## src/rtl/fp32_mul_if.sv

```systemverilog
// Operand/result handshake bundle for fp32_mul_sequencer.
// The slave modport is the multiplier's view; the master modport is the producer/consumer's view.
interface fp32_mul_if;
  logic        in_valid;
  logic        in_ready;
  logic [31:0] in_a;
  logic [31:0] in_b;
  logic        out_valid;
  logic        out_ready;
  logic [31:0] out_result;
  logic        busy;

  modport slave (
    input  in_valid, in_a, in_b, out_ready,
    output in_ready, out_valid, out_result, busy
  );

  modport master (
    output in_valid, in_a, in_b, out_ready,
    input  in_ready, out_valid, out_result, busy
  );
endinterface

```

## src/rtl/fp32_mul_sequencer.sv

```systemverilog
// Sequential IEEE-754 single multiplier: shift-add mantissa product, fixed latency, flush-to-zero.
// FP32_MUL_ROUND_NEAREST_EN adds an RND state (round-to-nearest-even); when it is undefined the result is truncated.
//
// state | meaning
// IDLE  | waiting for an operand pair, in_ready high
// MUL   | 24 shift-add steps, one multiplier bit per cycle
// NORM  | normalise the product and select frac/guard/sticky
// RND   | round-to-nearest-even (rounding build only)
// DONE  | result held until out_ready
module fp32_mul_sequencer (
  input  logic        clk,
  input  logic        rst,
  fp32_mul_if.slave   bus
);

`ifdef FP32_MUL_ROUND_NEAREST_EN
  typedef enum logic [2:0] {IDLE, MUL, NORM, RND, DONE} state_t;
`else
  typedef enum logic [2:0] {IDLE, MUL, NORM, DONE} state_t;
`endif

  state_t             state;
  logic [4:0]         cnt;
  logic [23:0]        mant_a;
  logic [47:0]        prod;
  logic signed [9:0]  exp_r;
  logic               sign_r;
  logic               is_nan;
  logic               is_inf;
  logic               is_zero;
  logic               in_ready_r;
  logic               out_valid_r;
  logic [31:0]        result_r;
  logic               busy_r;

  assign bus.in_ready   = in_ready_r;
  assign bus.out_valid  = out_valid_r;
  assign bus.out_result = result_r;
  assign bus.busy       = busy_r;

  logic [7:0] a_exp, b_exp;
  logic       a_zero, b_zero, a_inf, b_inf, a_nan, b_nan;

  always_comb begin
    a_exp  = bus.in_a[30:23];
    b_exp  = bus.in_b[30:23];
    a_zero = (a_exp == 8'd0);
    b_zero = (b_exp == 8'd0);
    a_inf  = (a_exp == 8'hFF) && (bus.in_a[22:0] == 23'd0);
    b_inf  = (b_exp == 8'hFF) && (bus.in_b[22:0] == 23'd0);
    a_nan  = (a_exp == 8'hFF) && (bus.in_a[22:0] != 23'd0);
    b_nan  = (b_exp == 8'hFF) && (bus.in_b[22:0] != 23'd0);
  end

  // Right-shifting accumulator: multiplier sits in the low half and is consumed LSB first.
  logic [24:0] add_sum;
  assign add_sum = {1'b0, prod[47:24]} + (prod[0] ? {1'b0, mant_a} : 25'd0);

  logic [22:0]        norm_frac;
  logic signed [9:0]  norm_exp;
  assign norm_frac = prod[47] ? prod[46:24] : prod[45:23];
  assign norm_exp  = prod[47] ? exp_r + 10'sd1 : exp_r;

  // Special classes outrank range checks; range checks use the fully adjusted exponent.
  function automatic logic [31:0] pack(input logic s, input logic signed [9:0] e,
                                       input logic [22:0] f, input logic nan,
                                       input logic inf, input logic zero);
    if (nan)                  pack = 32'h7FC00000;
    else if (inf)             pack = {s, 8'hFF, 23'd0};
    else if (zero)            pack = {s, 31'd0};
    else if (e >= 10'sd255)   pack = {s, 8'hFF, 23'd0};
    else if (e <= 10'sd0)     pack = {s, 31'd0};
    else                      pack = {s, e[7:0], f};
  endfunction

`ifdef FP32_MUL_ROUND_NEAREST_EN
  logic [22:0]        frac_r;
  logic               guard_r;
  logic               sticky_r;
  logic               norm_guard;
  logic               norm_sticky;
  logic               rnd_inc;
  logic [23:0]        rnd_sum;
  logic signed [9:0]  rnd_exp;

  assign norm_guard  = prod[47] ? prod[23] : prod[22];
  assign norm_sticky = prod[47] ? |prod[22:0] : |prod[21:0];
  assign rnd_inc     = guard_r && (sticky_r || frac_r[0]);
  assign rnd_sum     = {1'b0, frac_r} + {23'd0, rnd_inc};
  // A carry out of the fraction leaves frac at zero and bumps the exponent.
  assign rnd_exp     = rnd_sum[23] ? exp_r + 10'sd1 : exp_r;
`endif

  always_ff @(posedge clk) begin
    if (rst) begin
      state       <= IDLE;
      cnt         <= 5'd0;
      mant_a      <= 24'd0;
      prod        <= 48'd0;
      exp_r       <= 10'sd0;
      sign_r      <= 1'b0;
      is_nan      <= 1'b0;
      is_inf      <= 1'b0;
      is_zero     <= 1'b0;
      in_ready_r  <= 1'b1;
      out_valid_r <= 1'b0;
      result_r    <= 32'd0;
      busy_r      <= 1'b0;
`ifdef FP32_MUL_ROUND_NEAREST_EN
      frac_r      <= 23'd0;
      guard_r     <= 1'b0;
      sticky_r    <= 1'b0;
`endif
    end else begin
      case (state)
        IDLE: begin
          if (bus.in_valid && in_ready_r) begin
            mant_a     <= {1'b1, bus.in_a[22:0]};
            prod       <= {24'd0, 1'b1, bus.in_b[22:0]};
            exp_r      <= $signed({2'b00, a_exp}) + $signed({2'b00, b_exp}) - 10'sd127;
            sign_r     <= bus.in_a[31] ^ bus.in_b[31];
            is_nan     <= a_nan || b_nan || (a_inf && b_zero) || (b_inf && a_zero);
            is_inf     <= a_inf || b_inf;
            is_zero    <= a_zero || b_zero;
            cnt        <= 5'd0;
            in_ready_r <= 1'b0;
            busy_r     <= 1'b1;
            state      <= MUL;
          end
        end
        MUL: begin
          prod <= {add_sum, prod[23:1]};
          if (cnt == 5'd23) state <= NORM;
          else              cnt   <= cnt + 5'd1;
        end
        NORM: begin
`ifdef FP32_MUL_ROUND_NEAREST_EN
          frac_r   <= norm_frac;
          exp_r    <= norm_exp;
          guard_r  <= norm_guard;
          sticky_r <= norm_sticky;
          state    <= RND;
`else
          result_r    <= pack(sign_r, norm_exp, norm_frac, is_nan, is_inf, is_zero);
          out_valid_r <= 1'b1;
          state       <= DONE;
`endif
        end
`ifdef FP32_MUL_ROUND_NEAREST_EN
        RND: begin
          result_r    <= pack(sign_r, rnd_exp, rnd_sum[22:0], is_nan, is_inf, is_zero);
          out_valid_r <= 1'b1;
          state       <= DONE;
        end
`endif
        DONE: begin
          if (bus.out_ready) begin
            out_valid_r <= 1'b0;
            in_ready_r  <= 1'b1;
            busy_r      <= 1'b0;
            state       <= IDLE;
          end
        end
        default: state <= IDLE;
      endcase
    end
  end

endmodule

```

## src/flat_wrapper.sv

```systemverilog
// flat-port wrapper written by rule: the top's interface ports become plain ports
module fp32_mul_sequencer_flat 
  (clk, rst, bus_in_valid, bus_in_a, bus_in_b, bus_out_ready, bus_in_ready, bus_out_valid, bus_out_result, bus_busy);
  fp32_mul_if bus_i ();
  input  logic clk;
  input  logic rst;
  input wire logic [$bits(bus_i.in_valid)-1:0] bus_in_valid;
  input wire logic [$bits(bus_i.in_a)-1:0] bus_in_a;
  input wire logic [$bits(bus_i.in_b)-1:0] bus_in_b;
  input wire logic [$bits(bus_i.out_ready)-1:0] bus_out_ready;
  output wire logic [$bits(bus_i.in_ready)-1:0] bus_in_ready;
  output wire logic [$bits(bus_i.out_valid)-1:0] bus_out_valid;
  output wire logic [$bits(bus_i.out_result)-1:0] bus_out_result;
  output wire logic [$bits(bus_i.busy)-1:0] bus_busy;
  assign bus_i.in_valid = bus_in_valid;
  assign bus_i.in_a = bus_in_a;
  assign bus_i.in_b = bus_in_b;
  assign bus_i.out_ready = bus_out_ready;
  assign bus_in_ready = bus_i.in_ready;
  assign bus_out_valid = bus_i.out_valid;
  assign bus_out_result = bus_i.out_result;
  assign bus_busy = bus_i.busy;
  fp32_mul_sequencer u_core (.clk(clk), .rst(rst), .bus(bus_i));
endmodule
```

## config.mk

```make
export PLATFORM = sky130hd
export DESIGN_NAME = fp32_mul_sequencer_flat
export DESIGN_NICKNAME = d
export VERILOG_FILES = /design/src/rtl/fp32_mul_if.sv /design/src/rtl/fp32_mul_sequencer.sv /design/src/flat_wrapper.sv
export SDC_FILE = /design/constraint.sdc
export NUM_CORES = 1
export LEC_CHECK = 0
export CAP_MARGIN = 20
export CORE_ASPECT_RATIO = 0.9
export CORE_MARGIN = 4
export CORE_UTILIZATION = 55
export DETAILED_ROUTE_END_ITERATION = 8
export DONT_BUFFER_PORTS = 1
export HOLD_SLACK_MARGIN = 0.12
export PLACE_DENSITY_LB_ADDON = 0.12
export RECOVER_POWER = 50
export SLEW_MARGIN = 10
export SYNTH_ARGS = -nofsm -noshare
export SYNTH_HDL_FRONTEND = slang
export SYNTH_SLANG_ARGS = --single-unit
```

## constraint.sdc

```tcl
create_clock -name clk -period 2.8 [get_ports clk]
set_input_delay 0.56 -clock clk [delete_from_list [all_inputs] [get_ports clk]]
set_output_delay 0.56 -clock clk [all_outputs]
set_load 0.005 [all_outputs]
```

==> results of run 1 <==
## worst max-delay path, cell delays in order (launching register included)
cell	delay [ns]
dfxtp_1	0.42
ha_1	0.22
nand2_1	0.17
nand3b_1	0.17
o211ai_2	0.12
o31a_2	0.14
a221o_2	0.40
or4b_4	0.71
o21ai_2	0.22
## through the flow
step | setup WS, ns | total power [uW] | setup TNS [ns] | std cells
floorplan | 0.0831 | 4070 | 0 | 901
global placement | 0.0788 | 4460 | 0 | 1047
detailed placement | 0.0109 | 4540 | 0 | 1047
CTS | 0.0598 | 6650 | 0 | 1079
global route | -0.0415 | 7000 | -0.0918 | 1079
finish | 0.146 | 6580 | 0 | 1079
## sequential cells by signal (all words and copies together) (netlist names)
| signal | count |
|---|---|
| u_core.bus.out_result | 32 |
| u_core.is_zero | 1 |
| u_core.bus.out_valid | 1 |
| u_core.bus.busy | 1 |
| u_core.exp_r | 10 |
| u_core.mant_a | 24 |
| u_core.is_nan | 1 |
| u_core.is_inf | 1 |
| u_core.state | 2 |
| u_core.cnt | 5 |
| u_core.bus.in_ready | 1 |
| u_core.prod | 48 |
| u_core.sign_r | 1 |
## routing by layer
| layer | wire length (um) | part of all wire | GRT usage | vias to the layer above |
|---|---|---|---|---|
| met1 | 8210 | 0.45 | 0.303 | 2994 |
| met5 | 0 | 0 | 0 | - |
| met3 | 1110 | 0.060 | 0.0646 | 30 |
| met2 | 8710 | 0.47 | 0.391 | 168 |
| met4 | 334 | 0.018 | 0.0842 | 0 |
| li1 | - | - | - | 3236 |
## worst max-delay path by stage
stage                                            end  slack, ns
6_report       u_core.bus.out_result[9]$_SDFFE_PP0P_       0.15
5_1_grt                 u_core.prod[41]$_SDFFE_PP0P_      -0.04
4_1_cts                 u_core.prod[45]$_SDFFE_PP0P_       0.06
3_5_place_dp            u_core.exp_r[9]$_SDFFE_PP0P_       0.01
3_3_place_gp            u_core.exp_r[9]$_SDFFE_PP0P_       0.08
2_1_floorplan           u_core.exp_r[9]$_SDFFE_PP0P_       0.08
## cell families (layout without fill, tap and decap cells)
kind of cell               count (synthesis)  after routing  share of synthesized area
and+or+nand+nor                          350            350                      0.222
AOI/OAI and AO/OA                        231            231                      0.208
DFF                                      128            128                      0.343
buffers and inverters                     63             73                     0.0434
muxes                                     50             50                     0.0671
adders and majority gates                 41             41                     0.0708
xor gates and xnor gates                  38             38                     0.0446
## repair_timing
item | 4_1_cts | 5_1_grt
gates resized for setup | 0 | 14
hold endpoints to repair | 0 | 0
setup endpoints to repair | 0 | 14
## cells in the final DEF, fill, tap and decap left out, types with 5 or more instances in the layout
| cell | n |
|---|---|
| and2_1 | 30 |
| clkbuf_16 | 17 |
| o21ai_2 | 20 |
| nand2_1 | 125 |
| nor3_1 | 19 |
| clkinvlp_4 | 5 |
| ha_1 | 39 |
| inv_1 | 15 |
| xor2_1 | 17 |
| o21bai_1 | 7 |
| mux2i_1 | 50 |
| nand2b_1 | 7 |
| xnor2_1 | 21 |
| and3_1 | 7 |
| nand4_1 | 15 |
| nor4_1 | 17 |
| a21o_1 | 11 |
| nor2_1 | 94 |
| o21ai_0 | 31 |
| dfxtp_1 | 128 |
| nand3_1 | 13 |
| a21oi_1 | 66 |
| a211oi_1 | 39 |
| o221a_2 | 5 |
| buf_4 | 21 |
| o21ai_1 | 5 |
## Yosys cell counts (4+ instances only)
cell type  number  area (sq um)
clkbuf_1       36           135
xnor2_1        21           184
a21o_1         11          82.6
a221oi_1        4          35.0
a21oi_1        70           350
o211ai_1        4          30.0
o221a_2         5          56.3
nand4_1        15          93.8
a31oi_1         5          31.3
dfxtp_1       128          2560
nor3_1         19          95.1
a211oi_1       39           293
mux2i_1        50           500
o21ai_2        20           175
o21bai_1        7          52.6
nor4_1         17           106
inv_1          15          56.3
and2_1         30           188
nor2_1         94           353
o21ai_0        35           175
and3_1          7          43.8
ha_1           39           488
xor2_1         17           149
nand2_1       125           469
nand3_1        13          65.1
nand2b_1        7          43.8
## power by group through the flow
stage / combinational (uW) / sequential [uW] / clock [uW]
finish: 1990 / 2500 / 2090
detailed placement: 2010 / 2530 / 0
CTS: 2030 / 2500 / 2120
floorplan: 1640 / 2420 / 0
global route: 2250 / 2550 / 2210
global placement: 1940 / 2510 / 0
## final cells by class
type                       instances  area (sq um)  share of cell area
inverter                          15          56.3             0.00688
sequential                       128          2560               0.313
clock inverter                    13           114              0.0139
multi-input combinational        710          4620               0.564
tap                              168           210              0.0257
timing repair buffer              26           185              0.0226
clock buffer                      19           443              0.0541
==> reports/qor.yml, run 1 <==
r2r_end: "u_core.bus.out_result[9]$_SDFFE_PP0P_"
whs_endpoint: "u_core.mant_a[3]$_SDFFE_PP0P_"
hold_path_class: "in -> reg"
worstHoldStart: "rst"
maxCapViolations: 0
status: "complete, no violations"
seqPwrFrac: 0.379
gp_congestion: 0.917
final_hold_viol_count: 0
synth_edf_count: 0
ys_seq_area_frac: 0.343
clockBufferDepth: 2
cts_root_buf: "clkbuf_16"
cts_setup_buffers: 0
skew_ns: 0.00726
ys_async_sr_fraction: 0
finalWorstPathRequiredPeriod_ns: 2.65
synth_seq_cells: 128
switchingPower_uw: 2360
path_class: "reg -> reg"
power.leakage_uw: 0.00304
critPathArrivalTime_ns: 3.00
nNetsFinal: 1007
yosysWarnings: 0
holdPathStages: 1
ff2ff_path_depth: 8
drt_iter0_markers: 393
cp.required_ns: 3.15
cp-end-kind: "register"
rsz0062_at_grt: "true"
max-slew-margin-rel: 0.376
start_util: 0.560
grt_pass1_vias: 6346
place.detailed.hpwl_um: 13200
syn_inst: 901
cp-start-kind: "register"
maxSlewViolCount: 0
crit_fanout: 22
syn2layout_area_growth_pct: 9.74
switching_share: 0.359
h-tree-depth: 4
synth_nets: 1010
grt_antenna_before_repair: 0
design.die.area_sq_mm: 0.0155
ir_drop_mv: 0.559
setup_viol: 0
routed_wl_um: 18400
clk_latency_ns: 0.42
final_layout_size_suffix_gt1_frac: 0.108
dieWidth_um: 131
p_int_uw: 4220
cts_tree: "yes"
synth-main-ff-cell: "dfxtp_1"
cts_made_buffers: 17
rows: 40
drc: 0
wire_per_inst_um: 17.0
placed_cell_area_sq_mm: 0.00761
firstDrtPassIters: 4
ios: 103
num-fill-cells: 1148
worst-r2r-setup-slack_ns: 0.15
r2r-start: "u_core.exp_r[1]$_SDFFE_PP0P_"
ys_types: 72
cp-startpoint: "u_core.exp_r[1]$_SDFFE_PP0P_"
grt-ovfl-total: 0
hold_buffers: 0
clk_pin_slew_ns: 0.06
vias: 6428
antennaDiodeCount: 0
period_share: 0.948
final_util: 0.615
fp.dieH_um: 118
grt.total_usage: 0.240
ant_nets: 0
clkPwrFrac: 0.318
core_area_sq_mm: 0.0133
io_buffers: 0
grt_max_degree: 92
grt_first_pass_wirelength_um: 30200
comb_power_share: 0.303
worst_pin_slew_ns: 0.936
syn_area_per_cell_sq_um: 8.28
power_density_mw_per_mm2: 803
holdWs_ns: 0.200
netlist_area_sq_mm: 0.00746
final_cell_area_sq_mm: 0.00819
max_freq_mhz: 377
cts_num_sinks: 128
vias_per_cell: 5.96
No activity file was read; power rests on OpenSTA's default activity.
==> run 2: changes to the inputs <==
--- a/config.mk
+++ b/config.mk
@@ -12,8 +12,9 @@
 export DETAILED_ROUTE_END_ITERATION = 8
 export DONT_BUFFER_PORTS = 1
 export HOLD_SLACK_MARGIN = 0.12
-export PLACE_DENSITY_LB_ADDON = 0.12
+export PLACE_DENSITY = 0.75
 export RECOVER_POWER = 50
+export SETUP_SLACK_MARGIN = 0.4
 export SLEW_MARGIN = 10
 export SYNTH_ARGS = -nofsm -noshare
 export SYNTH_HDL_FRONTEND = slang
==> run 2 against run 1 <==
- via count up 3.4%
- critical path type unchanged
- combinational power up 9.5%
- utilization up 4.1 points
- sequential power up 2%
- critical path depth up 2
- non-clock buffer count up 17
==> reports/qor.yml, run 2 (same netlist as run 1, synthesis figures left out) <==
worst_pin_slew_ns: 0.916  # was 0.936 ns
power_density_mw_per_mm2: 778  # was 803 mW/mm^2
clockBufferDepth: 2  # unchanged
instances_no_fill: 1098  # was 1,079
comb_power_share: 0.321  # was 0.303
rows: 40  # unchanged
status: "complete, no violations"  # unchanged
max_stage_delay_ns: 0.45  # was 0.71 ns
finalWorstPathRequiredPeriod_ns: 2.50  # was 2.65 ns
drt_iter0_markers: 509  # was 393
gp_congestion: 0.886  # was 0.917
ff2ff_path_depth: 10  # was 8
switchingPower_uw: 2410  # was 2360 uW
firstDrtPassIters: 7  # was 4
design.die.area_sq_mm: 0.0155  # unchanged
final.setup.worst_slack_ns: 0.298  # was 0.146 ns
crit_family: "simple AND/OR/NAND/NOR gates"  # unchanged
r2r-start: "u_core.prod[0]$_SDFFE_PP0P_"  # was u_core.exp_r[1]$_SDFFE_PP0P_
cp_num_buf_inv: 1  # was 0
nNetsFinal: 1027  # was 1,007
io_buffers: 0  # unchanged
fp.dieH_um: 118  # unchanged
hold_path_class: "in -> reg"  # unchanged
crit_path_cell_trace: "buf_6 > and2_4 > ha_4 > and4_4 > and2_1 > nand4_1 > a2111oi_2 > a211oi_1 > xor2_1 > o21ai_1"  # was ha_1 > nand2_1 > nand3b_1 > o211ai_2 > o31a_2 > a221o_2 > or4b_4 > o21ai_2
setup_viol: 0  # unchanged
cp-end-kind: "register"  # unchanged
vias_per_cell: 6.05  # was 5.96
ir_drop_mv: 0.412  # was 0.559 mV
cp_slowest_cell: "a2111oi_2"  # was or4b_4
antennaDiodeCount: 0  # unchanged
drc: 0  # unchanged
cp-start-kind: "register"  # unchanged
most-common-layout-cells: "nand2_1, dfxtp_1, nor2_1, a21oi_1, mux2i_1"  # was dfxtp_1, nand2_1, nor2_1, a21oi_1, mux2i_1
clk_latency_ns: 0.42  # about the same
worst-r2r-setup-slack_ns: 0.30  # was 0.15 ns
path_depth: 10  # was 8
cp.required_ns: 3.08  # was 3.15 ns
final_util: 0.656  # was 0.615
grt-ovfl-total: 0  # unchanged
routed_wl_um: 19400  # was 18,400 um
vias: 6646  # was 6,428
cts_tree: "yes"  # unchanged
path_class: "reg -> reg"  # unchanged
final_cell_area_sq_mm: 0.00874  # was 0.00819 sq mm
seqPwrFrac: 0.374  # was 0.379
wire_per_inst_um: 17.6  # was 17.0 um
core_area_sq_mm: 0.0133  # unchanged
maxCapViolations: 0  # unchanged
rsz0062_at_grt: "true"  # unchanged
grt_pass1_vias: 6367  # was 6,346
syn2layout_area_growth_pct: 17.1  # was 9.74%
clk_pin_slew_ns: 0.06  # about the same
largest_reg_flops: 48  # unchanged
start_util: 0.560  # unchanged
maxSlewViolCount: 0  # unchanged
crit_fanout: 7  # was 22
r2r_end: "u_core.prod[46]$_SDFFE_PP0P_"  # was u_core.bus.out_result[9]$_SDFFE_PP0P_
dp_cells: 1043  # was 1,047
crit_path_end: "u_core.prod[46]$_SDFFE_PP0P_"  # was u_core.bus.out_result[9]$_SDFFE_PP0P_
post-place-ws_ns: 0.0341  # was 0.0109 ns
largest_register: "u_core.prod"  # unchanged
critPathArrivalTime_ns: 2.79  # was 3.00 ns
ios: 103  # unchanged
clkPwrFrac: 0.306  # was 0.318
dieWidth_um: 131  # unchanged
max-slew-margin-rel: 0.389  # was 0.376
cts_root_buf: "clkbuf_16"  # unchanged
ant_nets: 0  # unchanged
final_hold_viol_count: 0  # unchanged
grt_first_pass_wirelength_um: 31400  # was 30,200 um
power.leakage_uw: 0.00317  # was 0.00304 uW
switching_share: 0.354  # was 0.359
cts_num_sinks: 128  # unchanged
final_layout_size_suffix_gt1_frac: 0.183  # was 0.108
setup_tns_ns: 0  # unchanged
grt_antenna_before_repair: 0  # unchanged
period_share: 0.894  # was 0.948
grt_max_degree: 95  # was 92
final_common_cell: "nand2_1"  # was dfxtp_1
max_freq_mhz: 400  # was 377 MHz
place.detailed.hpwl_um: 12900  # was 13,200 um
cp-startpoint: "u_core.prod[0]$_SDFFE_PP0P_"  # was u_core.exp_r[1]$_SDFFE_PP0P_
skew_ns: 0.00625  # was 0.00726 ns
h-tree-depth: 4  # unchanged
placed_cell_area_sq_mm: 0.00766  # was 0.00761 sq mm
grt.total_usage: 0.252  # was 0.240
cts_made_buffers: 17  # unchanged
p_int_uw: 4390  # was 4220 uW
hold_buffers: 0  # unchanged
run 2: per-layer routing:
metal  global-route usage  wire length, um  vias to the layer above
met1                0.334             8600                     3096
li1                     -                -                     3304
met2                0.386             8810                      211
met4               0.0938              480                        0
met5                    0                0                        -
met3               0.0764             1480                       35
run 2: stage by stage:
stage	hold slack, ns	power (uW)
finish	0.203	6790
global route	0.186	7210
CTS	0.192	6750
detailed placement	0.437	4550
global placement	0.433	4500
floorplan	0.432	4090
run 2: worst reg2reg max path: stages, from the launching register on:
cell and delay (ns):
dfxtp_4 0.36, buf_6 0.13, and2_4 0.16, ha_4 0.29, and4_4 0.26, and2_1 0.14
nand4_1 0.22, a2111oi_2 0.45, a211oi_1 0.11, xor2_1 0.18, o21ai_1 0.07
run 2: power by group through the flow:
stage | logic [uW] | registers [uW] | clock network [uW]
2_1_floorplan | 1660 | 2430 | 0
3_3_place_gp | 1980 | 2530 | 0
3_5_place_dp | 2000 | 2540 | 0
4_1_cts | 2110 | 2520 | 2120
5_1_grt | 2430 | 2590 | 2190
6_report | 2180 | 2540 | 2080
run 2: area by class of cell:
type | count | area [sq um]
Clock buffer | 22 | 474
Clock inverter | 9 | 85.1
Fill cell | 1103 | 4580
Inverter | 15 | 56.3
Multi-Input combinational cell | 713 | 5010
Sequential cell | 128 | 2590
Tap cell | 168 | 210
Timing Repair Buffer | 43 | 317
run 2: worst min path at each step:
stage | start | to | slack (ns) | depth (start not counted)
floorplan | u_core.mant_a[23]$_SDFFE_PP0P_ | u_core.mant_a[23]$_SDFFE_PP0P_ | 0.43 | 2
CTS | rst | u_core.mant_a[17]$_SDFFE_PP0P_ | 0.19 | 1
finish | rst | u_core.mant_a[15]$_SDFFE_PP0P_ | 0.20 | 1
global route | rst | u_core.mant_a[11]$_SDFFE_PP0P_ | 0.19 | 1
detailed placement | u_core.mant_a[20]$_SDFFE_PP0P_ | u_core.mant_a[20]$_SDFFE_PP0P_ | 0.44 | 2
global placement | u_core.mant_a[21]$_SDFFE_PP0P_ | u_core.mant_a[21]$_SDFFE_PP0P_ | 0.43 | 2
run 2: what timing repair did:
item                       CTS  global route
setup endpoints to repair   35            37
buffers inserted            10            11
cloned                       3             0
resized for setup           48            44
pin swaps                   17            29
